[config.mk]
export PLATFORM = sky130hd
export DESIGN_NAME = alu_cmd_issue
export DESIGN_NICKNAME = d
export VERILOG_FILES = /design/src/rtl/alu_pkg.sv /design/src/rtl/alu_cmd_fifo.sv /design/src/rtl/alu_cmd_issue.sv
export SDC_FILE = /design/constraint.sdc
export NUM_CORES = 1
export LEC_CHECK = 0
export ABC_AREA = 1
export ABC_CLOCK_PERIOD_IN_PS = 7100
export CAP_MARGIN = 30
export CORE_UTILIZATION = 58
export CTS_CLUSTER_DIAMETER = 30
export DETAILED_ROUTE_END_ITERATION = 10
export DONT_BUFFER_PORTS = 1
export GPL_TIMING_DRIVEN = 0
export PLACE_DENSITY_LB_ADDON = 0.2
export SYNTH_ARGS = -nofsm -noshare
export SYNTH_HDL_FRONTEND = slang
export SYNTH_HIERARCHICAL = 1
export SYNTH_SLANG_ARGS = --single-unit
[constraint.sdc]
create_clock -name i_clk -period 7.1 [get_ports i_clk]
set_clock_uncertainty 0.2 [all_clocks]
set_input_delay 0.71 -clock i_clk [delete_from_list [all_inputs] [get_ports i_clk]]
set_output_delay 0.71 -clock i_clk [all_outputs]
set_load 0.03 [all_outputs]
[src/rtl/alu_pkg.sv]
// Shared types for the ALU command issue block: FSM encoding, widths and
// the command record {select, A, in0, in1} in the order the FIFO word is packed.
package alu_pkg;

  localparam int SEL_W      = 3;
  localparam int DEF_DATA_W = 32;
  localparam int LAT_W      = 3;

  typedef enum logic [1:0] {
    ST_IDLE = 2'd0,
    ST_WAIT = 2'd1,
    ST_HOLD = 2'd2
  } state_e;

  typedef struct packed {
    logic [SEL_W-1:0]      select;
    logic [DEF_DATA_W-1:0] a;
    logic [DEF_DATA_W-1:0] in0;
    logic [DEF_DATA_W-1:0] in1;
  } alu_cmd_t;

  function automatic int cmd_width(input int data_w);
    return SEL_W + 3 * data_w;
  endfunction

endpackage

[src/rtl/alu_cmd_fifo.sv]
// In-order command FIFO: flat word storage, wrapping pointers and an
// occupancy count that drives full/empty.
module alu_cmd_fifo #(
  parameter int WIDTH = 99,
  parameter int DEPTH = 4
) (
  input  logic             i_clk,
  input  logic             i_reset,
  input  logic             i_push,
  input  logic [WIDTH-1:0] i_wdata,
  input  logic             i_pop,
  output logic [WIDTH-1:0] o_rdata,
  output logic             o_full,
  output logic             o_empty
);

  localparam int PTR_W = $clog2(DEPTH);
  localparam logic [PTR_W-1:0] PTR_ONE  = PTR_W'(1);
  localparam logic [PTR_W:0]   CNT_ONE  = (PTR_W+1)'(1);
  localparam logic [PTR_W:0]   CNT_FULL = (PTR_W+1)'(DEPTH);

  logic [WIDTH-1:0] mem [DEPTH];
  logic [PTR_W-1:0] wr_ptr_q, wr_ptr_d;
  logic [PTR_W-1:0] rd_ptr_q, rd_ptr_d;
  logic [PTR_W:0]   count_q, count_d;
  logic             push_ok, pop_ok;

  assign o_full  = (count_q == CNT_FULL);
  assign o_empty = (count_q == '0);
  assign push_ok = i_push && !o_full;
  assign pop_ok  = i_pop && !o_empty;
  assign o_rdata = mem[rd_ptr_q];

  always_comb begin
    wr_ptr_d = wr_ptr_q;
    rd_ptr_d = rd_ptr_q;
    count_d  = count_q;
    if (push_ok) wr_ptr_d = wr_ptr_q + PTR_ONE;
    if (pop_ok)  rd_ptr_d = rd_ptr_q + PTR_ONE;
    if (push_ok && !pop_ok)      count_d = count_q + CNT_ONE;
    else if (!push_ok && pop_ok) count_d = count_q - CNT_ONE;
  end

  always_ff @(posedge i_clk) begin
    if (i_reset) begin
      wr_ptr_q <= '0;
      rd_ptr_q <= '0;
      count_q  <= '0;
    end else begin
      wr_ptr_q <= wr_ptr_d;
      rd_ptr_q <= rd_ptr_d;
      count_q  <= count_d;
    end
  end

  // Storage holds data only; stale entries are unreachable once pointers reset.
  always_ff @(posedge i_clk) begin
    if (push_ok) mem[wr_ptr_q] <= i_wdata;
  end

endmodule

[src/rtl/alu_cmd_issue.sv]
// Queues ALU commands, issues one at a time onto registered ALU inputs,
// waits ALU_LAT clocks and holds the captured result until it is accepted.
module alu_cmd_issue
  import alu_pkg::*;
#(
  parameter int DATA_W  = DEF_DATA_W,
  parameter int DEPTH   = 4,
  parameter int ALU_LAT = 1
) (
  input  logic              i_clk,
  input  logic              i_reset,
  input  logic              i_cmd_valid,
  output logic              o_cmd_ready,
  input  logic [SEL_W-1:0]  i_select,
  input  logic [DATA_W-1:0] i_A,
  input  logic [DATA_W-1:0] i_in0,
  input  logic [DATA_W-1:0] i_in1,
  output logic [SEL_W-1:0]  o_alu_select,
  output logic [DATA_W-1:0] o_alu_A,
  output logic [DATA_W-1:0] o_alu_in0,
  output logic [DATA_W-1:0] o_alu_in1,
  input  logic [DATA_W-1:0] i_alu_out,
  output logic [DATA_W-1:0] o_result,
  output logic              o_result_valid,
  input  logic              i_result_ready,
  output logic              o_busy
);

  localparam int CMD_W = cmd_width(DATA_W);

  state_e            state_q, state_d;
  logic [LAT_W-1:0]  cnt_q, cnt_d;
  logic [SEL_W-1:0]  sel_q, sel_d;
  logic [DATA_W-1:0] a_q, a_d;
  logic [DATA_W-1:0] in0_q, in0_d;
  logic [DATA_W-1:0] in1_q, in1_d;
  logic [DATA_W-1:0] result_q, result_d;
  logic              rvalid_q, rvalid_d;

  logic              fifo_full, fifo_empty, fifo_pop;
  logic [CMD_W-1:0]  fifo_rdata;
  logic [SEL_W-1:0]  head_sel;
  logic [DATA_W-1:0] head_a, head_in0, head_in1;

  alu_cmd_fifo #(
    .WIDTH (CMD_W),
    .DEPTH (DEPTH)
  ) u_fifo (
    .i_clk   (i_clk),
    .i_reset (i_reset),
    .i_push  (i_cmd_valid),
    .i_wdata ({i_select, i_A, i_in0, i_in1}),
    .i_pop   (fifo_pop),
    .o_rdata (fifo_rdata),
    .o_full  (fifo_full),
    .o_empty (fifo_empty)
  );

  assign {head_sel, head_a, head_in0, head_in1} = fifo_rdata;

  always_ff @(posedge i_clk) begin
    if (i_reset) state_q <= ST_IDLE;
    else         state_q <= state_d;
  end

  always_comb begin
    state_d = state_q;
    unique case (state_q)
      ST_IDLE: if (!fifo_empty) state_d = ST_WAIT;
      ST_WAIT: if (cnt_q == '0) state_d = ST_HOLD;
      ST_HOLD: begin
        if (i_result_ready) state_d = fifo_empty ? ST_IDLE : ST_WAIT;
      end
      default: state_d = ST_IDLE;
    endcase
  end

  // HOLD pops on the same edge the result is taken, giving back-to-back issue.
  always_comb begin
    fifo_pop = !fifo_empty &&
               ((state_q == ST_IDLE) || ((state_q == ST_HOLD) && i_result_ready));
    cnt_d    = cnt_q;
    sel_d    = sel_q;
    a_d      = a_q;
    in0_d    = in0_q;
    in1_d    = in1_q;
    result_d = result_q;
    rvalid_d = rvalid_q;
    if (fifo_pop) begin
      sel_d = head_sel;
      a_d   = head_a;
      in0_d = head_in0;
      in1_d = head_in1;
      cnt_d = LAT_W'(ALU_LAT);
    end else if ((state_q == ST_WAIT) && (cnt_q != '0)) begin
      cnt_d = cnt_q - LAT_W'(1);
    end
    if ((state_q == ST_WAIT) && (cnt_q == '0)) begin
      result_d = i_alu_out;
      rvalid_d = 1'b1;
    end else if ((state_q == ST_HOLD) && i_result_ready) begin
      rvalid_d = 1'b0;
    end
  end

  always_ff @(posedge i_clk) begin
    if (i_reset) begin
      cnt_q    <= '0;
      sel_q    <= '0;
      a_q      <= '0;
      in0_q    <= '0;
      in1_q    <= '0;
      result_q <= '0;
      rvalid_q <= 1'b0;
    end else begin
      cnt_q    <= cnt_d;
      sel_q    <= sel_d;
      a_q      <= a_d;
      in0_q    <= in0_d;
      in1_q    <= in1_d;
      result_q <= result_d;
      rvalid_q <= rvalid_d;
    end
  end

  assign o_cmd_ready    = !fifo_full;
  assign o_alu_select   = sel_q;
  assign o_alu_A        = a_q;
  assign o_alu_in0      = in0_q;
  assign o_alu_in1      = in1_q;
  assign o_result       = result_q;
  assign o_result_valid = rvalid_q;
  assign o_busy         = (state_q != ST_IDLE) || !fifo_empty;

endmodule

==> reports/metrics.yaml <==
route:
  drt_first_iter_violations: 1356
  first_pass_iters: 8
  vias: 14649
  routed_wl_mm: 53.40
  drtAntennaViolNets: 0
  wl_per_cell_um: 21.12
  viasPerCell: 5.795
  drc: 0
worst_hold_path:
  hold_class: "in -> reg"
clocking:
  clockBufferDepth: 3
  cts_buffers: 103
  clkTransAtPathRegs_ns: 0.05
  h-tree-depth: 3
  cts_num_sinks: 542
  cts_resized: 0
  insertion_delay_ns: 0.60
  cts_tree: "done"
  cts.root.buffer_cell: "clkbuf_16"
power_and_ir_drop:
  leakage_nw: 9.568
  switching_share_pct: 35.33
  vdd_drop_max_mv: 0.3321
  p_comb_share_pct: 25.6
  power_frac_clock_pct: 37.7
  seqPwrFrac_pct: 36.7
  power_density_nw_per_um2: 495.9
  netSwitchingPower_w: 0.004609
  p_int_w: 0.008437
floorplan:
  start_util_pct: 59.55
  die_area_sq_um: 36580
  die_x_um: 191.3
  core_area_sq_um: 34880
  die_h_um: 191.3
  row_count: 68
  ios: 269
timing:
  rsz0062_at_grt: "false"
  max_clock_freq_mhz: 306.7
  layout_min_cycle_time_ns: 3.260
  worstMarginPinSlew_ns: 0.8910
  relSlewSlack_pct: 40.46
  hold_viol: 0
  tns_ns: 0
  drv_slew: 0
  fin_crit_sh_pct: 45.92
  setup_viol: 0
yosys:
  yosysWarnings: 6
  mappedNetlistNets: 1901
  avgSynthCellArea_sq_um: 11.82
  netlist_instances: 1758
  ys_seq_area_share_pct: 71.31
  synth_top_cell_area_share_pct: 57.24
  synth-seq-cells: 542
  synth.largest_area_cell: "edfxtp_1"
  yosys-top-cells-area: "edfxtp_1 (57%), dfxtp_1 (14%), nor2_1 (6.8%)"
  syn_area_sq_um: 20770
  synth_cell_types: 25
finish:
  nFillCells: 2202
  multiInputGateArea_sq_um: 5171
  drive_gt1_share_pct: 12.25
  stdcell_area_sq_um: 26310
  seqCellArea_sq_um: 14810
  syn2layout_area_growth_pct: 26.63
  nets: 2121
  final_cell_mix: "edfxtp_1 (396), nor2_1 (373), o21ai_0 (209)"
  layout_commonest_cell: "edfxtp_1"
place:
  place.gp.congestion: 0.7870
  dpl.hpwl_mm: 32.40
  place_area_sq_um: 21690
  numPortBuffers: 0
worst_setup_path:
  worstPathRequired_ns: 7.38
  cp-start-kind: "register"
  timing.critical_path.arrival_ns: 3.54
  crit_fanout: 10
  critPathCaptureType: "register"
  setup.worst_path.class: "reg -> reg"
grt:
  grt_overflow: 0
  grt_start_max_net_pins: 29
  grt_pass1_wl_mm: 80.34
  gr-usage-all-layers_pct: 29.08
  antenna_found_initial: 7
  grt_pass1_vias: 14534
status:
  status: "completed"
flow_run:
  maxCapViolCount: 0
-- layer usage --
layer  vias up  wire length [um]  global-route usage [%]  share of wire (%)
met1      7043             20990                   36.65                 39
li1       6774                 -                       -                  -
met3       110              4948                   7.050                9.3
met5         -                29                       0              0.054
met2       718             25980                   48.24                 49
met4         4              1449                   11.84                2.7
-- cells in the mapped netlist --
cell / count
fa_1: 1
clkbuf_1: 58
xor2_1: 1
buf_4: 18
o21ai_1: 22
inv_1: 23
nand2_1: 125
buf_6: 17
buf_1: 17
ha_1: 7
nor2_1: 377
buf_8: 1
o21ai_0: 209
inv_6: 1
nand3_2: 1
nor2_4: 1
inv_2: 3
o22ai_1: 99
nand3_1: 9
edfxtp_1: 396
clkinv_4: 1
buf_2: 16
dfxtp_1: 146
a21oi_1: 108
nand3b_1: 101
-- through the flow --
step | util, % | setup WS [ns] | hold WS (ns) | total power (W) | instances
6_report | 75.41 | 3.840 | 0.08585 | 0.01305 | 2528
4_1_cts | 75.36 | 3.851 | 0.06343 | 0.01305 | 2521
3_5_place_dp | 62.17 | 3.874 | 0.2578 | 0.008041 | 2228
5_1_grt | 75.38 | 3.674 | 0.08742 | 0.01365 | 2524
3_3_place_gp | 61.18 | -2.019 | 0.2514 | 0.007950 | 2213
2_1_floorplan | - | 1.401 | 0.2369 | 0.007054 | 1758
-- power by group through the flow --
stage          clock (W)  sequential (W)  combinational, W
2_1_floorplan          0         0.00479           0.00226
3_3_place_gp           0         0.00490           0.00305
3_5_place_dp           0         0.00485           0.00319
4_1_cts          0.00495         0.00480           0.00330
5_1_grt          0.00512         0.00485           0.00368
6_report         0.00491         0.00479           0.00334
-- worst paths after layout --
path / startpoint / endpoint / slack [ns] / cells after the start
setup / recovery: u_fifo/count_q[0]$_SDFFE_PP0P_ / u_fifo/count_q[1]$_SDFFE_PP0P_ / 3.84 / 13
hold / removal: i_alu_out[1] / o_result[1]$_SDFFE_PP0P_ / 0.09 / 2
setup reg to reg: u_fifo/count_q[0]$_SDFFE_PP0P_ / u_fifo/count_q[1]$_SDFFE_PP0P_ / 3.84 / 13
hold reg to reg: cnt_q[1]$_SDFFE_PP0P_ / cnt_q[1]$_SDFFE_PP0P_ / 0.26 / 2
-- area by class of cell --
cell class	instances	area share (%)
timing repair buffer	115	5.004
inverter	28	0.4376
multi-input combinational	1061	19.66
sequential	542	56.31
clock buffer	128	10.78
antenna	7	0.06659
tap	455	2.164
buffer	127	2.673
clock inverter	65	2.906
-- registers in the layout (all words and copies together) (netlist names), named ones only --
signal / count
o_alu_select: 3
o_alu_in1: 32
u_fifo/count_q: 3
o_alu_A: 32
cnt_q: 3
o_alu_in0: 32
o_result: 32
u_fifo/wr_ptr_q: 2
o_result_valid: 1
u_fifo/rd_ptr_q: 2
state_q: 2
u_fifo/mem: 396
-- cell families (layout without fill, tap and decap cells) --
family          after synthesis  in the layout  synth area share (%)
compound gates              438            438                 11.15
simple gates                614            614                 13.04
buf+inv                     155            463                 3.939
other cells                   0              7                     0
fa+ha+maj                     8              8                0.5180
flops                       542            542                 71.31
xor+xnor                      1              1               0.04217
-- what timing repair did --
item | CTS | global route
buffers inserted | 0 | 0
endpoints found under the hold margin | 405 | 0
hold buffers | 100 | 0
-- critical path, stage by stage, from the launching register on --
cell and delay (ns):
dfxtp_1 0.39, nor2_1 0.08, nand2_1 0.13, inv_1 0.08
inv_2 0.35, buf_1 0.42, nand2_1 0.25, inv_1 0.17
nand2_1 0.11, ha_1 0.21, inv_1 0.09, fa_1 0.41
o21ai_0 0.19, nor2_1 0.05
(Power assumes the default switching activity.)
